--- src/rtl/obi_rr_arbiter.sv ---
// Round-robin arbiter sharing one OBI subordinate among NUM_REQ managers, one transaction at a time.
// Optional response watchdog enabled by defining OBI_ARB_TIMEOUT_EN.
module obi_rr_arbiter #(
    parameter int NUM_REQ        = 2,
    parameter int AW             = 32,
    parameter int DW             = 32,
    parameter int TIMEOUT_CYCLES = 256
) (
    input  logic                    clk_i,
    input  logic                    rst_i,
    input  logic [NUM_REQ-1:0]      m_req_i,
    input  logic [NUM_REQ*AW-1:0]   m_addr_i,
    input  logic [NUM_REQ-1:0]      m_we_i,
    input  logic [NUM_REQ*DW/8-1:0] m_be_i,
    input  logic [NUM_REQ*DW-1:0]   m_wdata_i,
    output logic [NUM_REQ-1:0]      m_gnt_o,
    output logic [NUM_REQ-1:0]      m_rvalid_o,
    output logic [DW-1:0]           m_rdata_o,
    output logic                    m_err_o,
    output logic                    s_req_o,
    output logic [AW-1:0]           s_addr_o,
    output logic                    s_we_o,
    output logic [DW/8-1:0]         s_be_o,
    output logic [DW-1:0]           s_wdata_o,
    input  logic                    s_gnt_i,
    input  logic                    s_rvalid_i,
    input  logic [DW-1:0]           s_rdata_i,
    input  logic                    s_err_i,
    output logic                    busy_o,
    output logic                    timeout_o
);
    localparam int SELW = (NUM_REQ > 1) ? $clog2(NUM_REQ) : 1;
    localparam logic [31:0] TIMEOUT_DATA = 32'hDEAD_BEEF;

    typedef enum logic [1:0] {ST_IDLE = 2'd0, ST_ADDR = 2'd1, ST_RESP = 2'd2} state_t;

    state_t            r_state, w_state_nxt;
    logic [SELW-1:0]   r_sel, w_sel_nxt;
    logic [SELW-1:0]   r_last, w_last_nxt;
    logic [SELW-1:0]   w_winner;
    logic              w_expire;

`ifdef OBI_ARB_TIMEOUT_EN
    localparam int CW = $clog2(TIMEOUT_CYCLES + 1);
    logic [CW-1:0] r_cnt;

    // Watchdog: counts completed RESP cycles; held at zero outside RESP.
    always_ff @(posedge clk_i or posedge rst_i) begin
        if (rst_i) begin
            r_cnt <= '0;
        end else if (r_state != ST_RESP) begin
            r_cnt <= '0;
        end else begin
            r_cnt <= r_cnt + CW'(1);
        end
    end

    assign w_expire = (r_cnt == CW'(TIMEOUT_CYCLES - 1));
`else
    assign w_expire = 1'b0;
`endif

    // Cyclic priority scan starting after r_last; the nearest requester is assigned last and wins.
    always_comb begin
        w_winner = r_last;
        for (int k = NUM_REQ; k >= 1; k--) begin
            if (m_req_i[(int'(r_last) + k) % NUM_REQ]) begin
                w_winner = SELW'((int'(r_last) + k) % NUM_REQ);
            end
        end
    end

    // State, owner and round-robin pointer registers.
    always_ff @(posedge clk_i or posedge rst_i) begin
        if (rst_i) begin
            r_state <= ST_IDLE;
            r_sel   <= '0;
            r_last  <= SELW'(NUM_REQ - 1);
        end else begin
            r_state <= w_state_nxt;
            r_sel   <= w_sel_nxt;
            r_last  <= w_last_nxt;
        end
    end

    // Next-state logic and same-cycle routing of request and response paths.
    always_comb begin
        w_state_nxt = r_state;
        w_sel_nxt   = r_sel;
        w_last_nxt  = r_last;
        m_gnt_o     = '0;
        m_rvalid_o  = '0;
        m_rdata_o   = '0;
        m_err_o     = 1'b0;
        s_req_o     = 1'b0;
        s_addr_o    = '0;
        s_we_o      = 1'b0;
        s_be_o      = '0;
        s_wdata_o   = '0;
        timeout_o   = 1'b0;
        case (r_state)
            ST_IDLE: begin
                if (|m_req_i) begin
                    w_sel_nxt   = w_winner;
                    w_state_nxt = ST_ADDR;
                end else begin
                    w_state_nxt = ST_IDLE;
                end
            end
            ST_ADDR: begin
                s_req_o   = m_req_i[r_sel];
                s_addr_o  = m_addr_i[r_sel*AW +: AW];
                s_we_o    = m_we_i[r_sel];
                s_be_o    = m_be_i[r_sel*(DW/8) +: DW/8];
                s_wdata_o = m_wdata_i[r_sel*DW +: DW];
                m_gnt_o[r_sel] = s_gnt_i & m_req_i[r_sel];
                if (s_gnt_i && m_req_i[r_sel]) begin
                    w_state_nxt = ST_RESP;
                end else if (!m_req_i[r_sel]) begin
                    // Request withdrawn before grant: abandon without moving the pointer.
                    w_state_nxt = ST_IDLE;
                end else begin
                    w_state_nxt = ST_ADDR;
                end
            end
            ST_RESP: begin
                if (s_rvalid_i) begin
                    m_rvalid_o[r_sel] = 1'b1;
                    m_rdata_o   = s_rdata_i;
                    m_err_o     = s_err_i;
                    w_last_nxt  = r_sel;
                    w_state_nxt = ST_IDLE;
                end else if (w_expire) begin
                    m_rvalid_o[r_sel] = 1'b1;
                    m_rdata_o   = DW'(TIMEOUT_DATA);
                    m_err_o     = 1'b1;
                    timeout_o   = 1'b1;
                    w_last_nxt  = r_sel;
                    w_state_nxt = ST_IDLE;
                end else begin
                    w_state_nxt = ST_RESP;
                end
            end
            default: begin
                w_state_nxt = ST_IDLE;
            end
        endcase
    end

    assign busy_o = (r_state != ST_IDLE);

endmodule

--- config.mk ---
export PLATFORM = sky130hd
export DESIGN_NAME = obi_rr_arbiter
export DESIGN_NICKNAME = d
export VERILOG_FILES = /design/src/rtl/obi_rr_arbiter.sv
export SDC_FILE = /design/constraint.sdc
export NUM_CORES = 1
export LEC_CHECK = 0
export CAP_MARGIN = 10
export CORE_AREA = 2 2 110 112
export CTS_CLUSTER_SIZE = 28
export DETAILED_ROUTE_END_ITERATION = 12
export DIE_AREA = 0 0 112 114
export GPL_TIMING_DRIVEN = 1
export SLEW_MARGIN = 10
export SYNTH_ARGS = -nofsm -noshare
export SYNTH_HDL_FRONTEND = slang
export SYNTH_SLANG_ARGS = --single-unit
--- constraint.sdc ---
create_clock -name clk_i -period 1.53 [get_ports clk_i]
set_input_delay 0.153 -clock clk_i [delete_from_list [all_inputs] [get_ports clk_i]]
set_output_delay 0.153 -clock clk_i [all_outputs]
set_load 0.01 [all_outputs]
==> flow_metrics.tcl, run 1 <==
set metrics [dict create \
    detail_route.drc_violations 0 \
    layout-area-overhead-vs-synth_pct 228 \
    cts-buffers-inserted 3 \
    numPortBuffers 284 \
    placed_cell_area_um2 4640 \
    worstHoldPathType "primary input to asynchronous set/reset pin" \
    critical_path_peak_fanout 6 \
    netlist_instances 218 \
    report.final.setup_viol 106 \
    number_of_global_route_vias_before_repair 2675 \
    final_layout_size_suffix_gt1_share_pct 43.2 \
    vias 2774 \
    layout_common_cells "sky130_fd_sc_hd__clkdlybuf4s50_1, sky130_fd_sc_hd__buf_2, sky130_fd_sc_hd__mux2i_1" \
    fmaxAchievable_mhz 585 \
    postRouteWirelength_um 11000 \
    ys_seq_area_share_pct 6.40 \
    run_status "finished with violations" \
    max-clock-path-buffers 2 \
    mappedNetlistNets 395 \
    postLayoutSetupSlackWorst_ps -180 \
    drt_first_iter_violations 54 \
    die_y_um 114 \
    slew_viol_final 0 \
    p_leak_uw 0.00252 \
    drtAntennaViolNets 0 \
    hpwlAfterDp_um 7490 \
    final_area_um2 5200 \
    path_buf_inv 3 \
    worst_setup_path_startpoint "r_sel$_DFFE_PP0P_" \
    post-layout-total-power_uw 7360 \
    synthesis.yosys.warnings 0 \
    preCtsSetupSlack_ps -346 \
    startpoint_kind_of_the_worst_setup_timing_path "register" \
    design.die.area_um2 12800 \
    power_density_nw_per_um2 1410 \
    worst_path_largest_cell_delay_ps 540 \
    cell_variety_after_synth 20 \
    grt_util_all_layers_pct 13.4 \
    overflow 0 \
    number_of_detailed_routing_iterations_run_before_antenna_repair 4 \
    initial_utilization_pct 13.5 \
    clock_sink_count 4 \
    grt_first_pass_wirelength_um 13800 \
    rsz0062_at_grt "true" \
    initial_antenna_violation_count 0 \
    worstPathArrival_ps 1560 \
    routedWlPerCell_um 16.2 \
    report.final.hold_viol_count 0 \
    power.ir.vdd_worst_mv 0.692 \
    critical_path.cell_chain "buf_12 > buf_16 > mux2i_1 > nor2_1 > buf_2" \
    failed_checks "negative setup slack" \
    final_clock_skew_ps 2.21 \
    ctsRootBufferMaster "sky130_fd_sc_hd__clkbuf_16" \
    timing.final.crit_period_ps 1710 \
    die_width_um 112 \
    timing.setup.critical_path_class "register to primary output" \
    weighted_congestion_at_the_end_of_routability_driven_global_placement 0.804 \
    core-area_um2 11700 \
    ctsHoldBuffers 0 \
    antenna_cells_inserted 0 \
    final_common_cell "sky130_fd_sc_hd__clkdlybuf4s50_1" \
    critical_path.slowest_cell "sky130_fd_sc_hd__dfrtp_4" \
    synth_area_um2 1580 \
    synthesized_flop_and_latch_total 4 \
    clk_pin_slew_worst_paths_ps 30 \
    io_pins 286 \
    nNetsFinal 713 \
    grt_max_degree 36 \
    cts_tree "yes" \
    clkLatencyLatePin_ps 230 \
    detail_route.vias_per_cell 4.07 \
    post-route-period-util_pct 112 \
    cp-end-kind "primary output" \
    postSynthAreaPerCell_um2 7.27 \
    worst_path_dominant_cell_family "flip-flops" \
    regToRegStartpoint "r_sel$_DFFE_PP0P_" \
    worst-endpoint-required_ps 1380 \
    max_cap_violations 0 \
    cts.htree.levels 1 \
    placementRows 40 \
]
==> final timing paths <==
path / to / slack [ps] / cells after the start
worst max register to register: r_state[1]$_DFF_PP0_ / 50 / 5
min in group clk_i: r_state[1]$_DFF_PP0_ / 570 / 2
worst max-delay path: s_be_o[1] / -180 / 5
max in group asynchronous: r_last$_DFFE_PP1P_ / 1180 / 2
worst min-delay path: r_sel$_DFFE_PP0P_ / 120 / 2
worst min register to register: r_last$_DFFE_PP1P_ / 630 / 1
==> routing by layer <==
metal	track usage, %	up-vias	share of wire, %
li1	-	1361	-
met1	14.7	1265	38
met2	27.6	146	56
met3	2.34	2	6.5
met4	1.22	0	0.16
met5	0	-	0
==> cell usage after synthesis, drive strengths merged <==
master   n  share of area [%]
or2      2               0.79
buf     21                 11
and3b    1               0.55
inv      3               0.71
dfstp    1                1.7
dfrtp    3                4.7
o32ai    2                1.1
mux2i   70                 44
nor3b    1               0.47
a21bo    1               0.63
nand2b   2               0.79
nor2    71                 17
and2    35                 14
o22ai    1               0.40
nor4     2               0.79
conb     1               0.24
mux2     1               0.95
==> area by class of cell <==
type,instances,area (um^2)
fill,1180,6510
clock buffer,4,78.8
tap,147,184
inverter,3,11.3
sequential,4,105
timing repair buffer,332,3290
multi-input combinational,192,1530
==> sequential cells by signal, indices dropped and copies added, names as in the netlist <==
signal and cells:
r_last 1, r_sel 1, r_state 2
==> stage by stage <==
stage | cells | utilization [%] | hold WS, ps | TNS, ps
5_1_grt | 682 | 44.4 | 156 | -11710
4_1_cts | 665 | 39.6 | 124 | -4990
2_1_floorplan | 218 | - | -81.6 | 0
3_3_place_gp | 645 | 39.6 | 350 | -21460
6_report | 682 | 44.4 | 123 | -7020
3_5_place_dp | 645 | 39.6 | 352 | -23530
==> timing repair <==
| action | 4_1_cts | 5_1_grt |
|---|---|---|
| pin swaps | 38 | 11 |
| endpoints found under the setup margin | 108 | 108 |
| cloned | 9 | 12 |
| setup buffers | 7 | 6 |
| gates resized for setup | 487 | 82 |
==> power by group <==
group	switching (uW)	leakage (uW)	internal (uW)
Sequential	84.1	0.0000463	175
Combinational	2930	0.00244	3740
Clock	79.9	0.0000382	345
==> logic make-up (layout without fill, tap and decap cells) <==
kind of cell           count (synthesis)  count (layout)  share of synthesized area [%]
muxes                                 71              71                           45.2
buffers and inverters                 24             339                           12.0
other                                  1               1                          0.237
AOI/OAI and AO/OA                      4               4                           2.13
and+or+nand+nor                      114             116                           34.0
DFF                                    4               4                           6.40
Note: power is estimated with default switching activity, not from simulation.
==> run 2: changes to the inputs <==
--- a/config.mk
+++ b/config.mk
@@ -6,10 +6,10 @@
 export NUM_CORES = 1
 export LEC_CHECK = 0
 export CAP_MARGIN = 10
-export CORE_AREA = 2 2 110 112
+export CORE_AREA = 2 2 112 114
 export CTS_CLUSTER_SIZE = 28
 export DETAILED_ROUTE_END_ITERATION = 12
-export DIE_AREA = 0 0 112 114
+export DIE_AREA = 0 0 114 116
 export GPL_TIMING_DRIVEN = 1
 export SLEW_MARGIN = 10
 export SYNTH_ARGS = -nofsm -noshare
==> constraint.sdc (replaced) <==
create_clock -name clk_i -period 2.05 [get_ports clk_i]
set_input_delay 0.205 -clock clk_i [delete_from_list [all_inputs] [get_ports clk_i]]
set_output_delay 0.205 -clock clk_i [all_outputs]
set_load 0.01 [all_outputs]
==> run 2 against run 1 <==
The flow now finishes without violations. Critical path depth shrank 1. First-iteration DRC count grew 57%. Final area fell by 11%. Setup slack gained 200 ps. Die area grew 3.6%. Sequential power fell by 26%. Largest power group unchanged.
==> flow_metrics.tcl, run 2 (synthesized netlist as in run 1, its figures left out) <==
set metrics [dict create \
    setup_total_negative_slack_ps 0 \
    worst-endpoint-required_ps 1850 \
    largest_register_ffs 2 \
    design.die.area_um2 13200 \
    worst_path_dominant_cell_family "buffers and inverters" \
    final_clock_skew_ps 0.517 \
    placementRows 40 \
    worst-r2r-cell-count 4 \
    layout-area-overhead-vs-synth_pct 193 \
    layout_common_cells "sky130_fd_sc_hd__clkdlybuf4s50_1, sky130_fd_sc_hd__nor2_1, sky130_fd_sc_hd__mux2i_1" \
    final_common_cell "sky130_fd_sc_hd__clkdlybuf4s50_1" \
    timing.rr.end "r_last$_DFFE_PP1P_" \
    slew_viol_final 0 \
    max-clock-path-buffers 2 \
    overflow 0 \
    post_cts_resized 2 \
    postRouteWirelength_um 8660 \
    die_width_um 114 \
    antenna_cells_inserted 0 \
    cts_tree "yes" \
    io_pins 286 \
    critical_path.slowest_cell "sky130_fd_sc_hd__clkdlybuf4s50_1" \
    nNetsFinal 671 \
    net_switching_power_of_the_design_uw 1710 \
    die_y_um 116 \
    path_buf_inv 2 \
    clk_pin_slew_worst_paths_ps 30 \
    fmaxAchievable_mhz 492 \
    reg.largest.list "r_state (2), r_last (1), r_sel (1)" \
    max_cap_violations 0 \
    ctsRootBufferMaster "sky130_fd_sc_hd__clkbuf_16" \
    post-route-period-util_pct 99.1 \
    clock_power_share_pct 7.3 \
    cp-end-kind "primary output" \
    critical_path_peak_fanout 39 \
    fill_cells 1243 \
    cts-buffers-inserted 3 \
    vias 2550 \
    clkLatencyLatePin_ps 220 \
    report.final.setup_viol 0 \
    regToRegStartpoint "r_state[1]$_DFF_PP0_" \
    worstPathArrival_ps 1830 \
    detail_route.vias_per_cell 3.98 \
    run_status "completed" \
    p_seq_share_pct 4.5 \
    report.final.hold_viol_count 0 \
    weighted_congestion_at_the_end_of_routability_driven_global_placement 0.750 \
    postLayoutSetupSlackWorst_ps 17.9 \
    number_of_global_route_vias_before_repair 2423 \
    timing.final.crit_period_ps 2030 \
    grt_util_all_layers_pct 11.5 \
    startpoint_kind_of_the_worst_setup_timing_path "register" \
    core-area_um2 11900 \
    drtAntennaViolNets 0 \
    cellInternalPower_uw 2500 \
    worst_path_largest_cell_delay_ps 550 \
    grt_first_pass_wirelength_um 12300 \
    p_sw_share_pct 40.5 \
    detail_route.drc_violations 0 \
    power_density_nw_per_um2 907 \
    grt_max_degree 40 \
    clock_sink_count 4 \
    preCtsSetupSlack_ps 84.9 \
    power.ir.vdd_worst_mv 0.587 \
    cts.htree.levels 1 \
    critical_path.cell_chain "buf_12 > mux2i_1 > nor2_1 > clkdlybuf4s50_1" \
    numPortBuffers 284 \
    regMostFlops "r_state" \
    hpwlAfterDp_um 7430 \
    timing.reg2reg.setup_slack_ps 780 \
    drt_first_iter_violations 85 \
    initial_antenna_violation_count 0 \
    worstHoldPathType "primary input to asynchronous set/reset pin" \
    cts.repair_timing.setup_buffer_count 0 \
    combPwrFrac_pct 88.1 \
    initial_utilization_pct 13.3 \
    rsz0062_at_grt "true" \
    routedWlPerCell_um 13.5 \
    final_layout_size_suffix_gt1_share_pct 4.26 \
    p_leak_uw 0.00206 \
    number_of_detailed_routing_iterations_run_before_antenna_repair 4 \
    ctsHoldBuffers 0 \
    timing.setup.critical_path_class "register to primary output" \
]
## run 2: changes by cell type in the layout (fill, tap and decap cells not counted), sizes merged
cell / before / now
buf: 150 / 8
nand2b: 4 / 2
clkdlybuf4s50: 176 / 276
dlymetal6s2s: 0 / 7
clkbuf: 10 / 4
dlygate4sd2: 0 / 1
## run 2: how the worst max path moves through the flow
stage,slack [ps],to,depth (start not counted),startpoint
after floorplan,690,m_gnt_o[0],3,r_sel$_DFFE_PP0P_
after global placement,90,m_gnt_o[0],4,m_req_i[0]
after detailed placement,80,m_gnt_o[0],4,m_req_i[0]
after CTS,20,s_be_o[0],4,r_sel$_DFFE_PP0P_
after global routing,-50,s_be_o[0],4,r_sel$_DFFE_PP0P_
final,20,s_be_o[0],4,r_sel$_DFFE_PP0P_
## run 2: area by class of cell
class                           instances  area (um^2)  area share, %
Clock buffer                            4         78.8           1.70
Inverter                                3         11.3          0.243
Multi-Input combinational cell        190         1300           28.0
Sequential cell                         4          106           2.29
Tap cell                              147          184           3.97
Timing Repair Buffer                  292         2960           63.8
## run 2: per-stage QoR
step / total power (uW) / area, um^2 / utilization, % / cells / hold slack [ps]
after floorplan: 2090 / 1580 / - / 218 / -29.6
after global placement: 3930 / 4540 / 38.1 / 636 / 402
after detailed placement: 3950 / 4540 / 38.1 / 636 / 409
after CTS: 4290 / 4620 / 38.8 / 640 / 178
after global routing: 4510 / 4640 / 38.9 / 640 / 198
final: 4210 / 4640 / 38.9 / 640 / 173
## run 2: power groups by stage
stage	logic, uW	registers [uW]	clock network (uW)
after global placement	3740	191	0
after floorplan	1940	150	0
final	3710	191	309
after global routing	3990	201	321
after detailed placement	3760	190	0
after CTS	3780	190	313
## run 2: layer usage
layer	up-vias	wire [um]	global-route usage, %
met2	133	4620	22.0
met3	6	735	2.41
met4	0	96	2.60
li1	1267	-	-
met1	1144	3210	13.0
met5	-	0	0
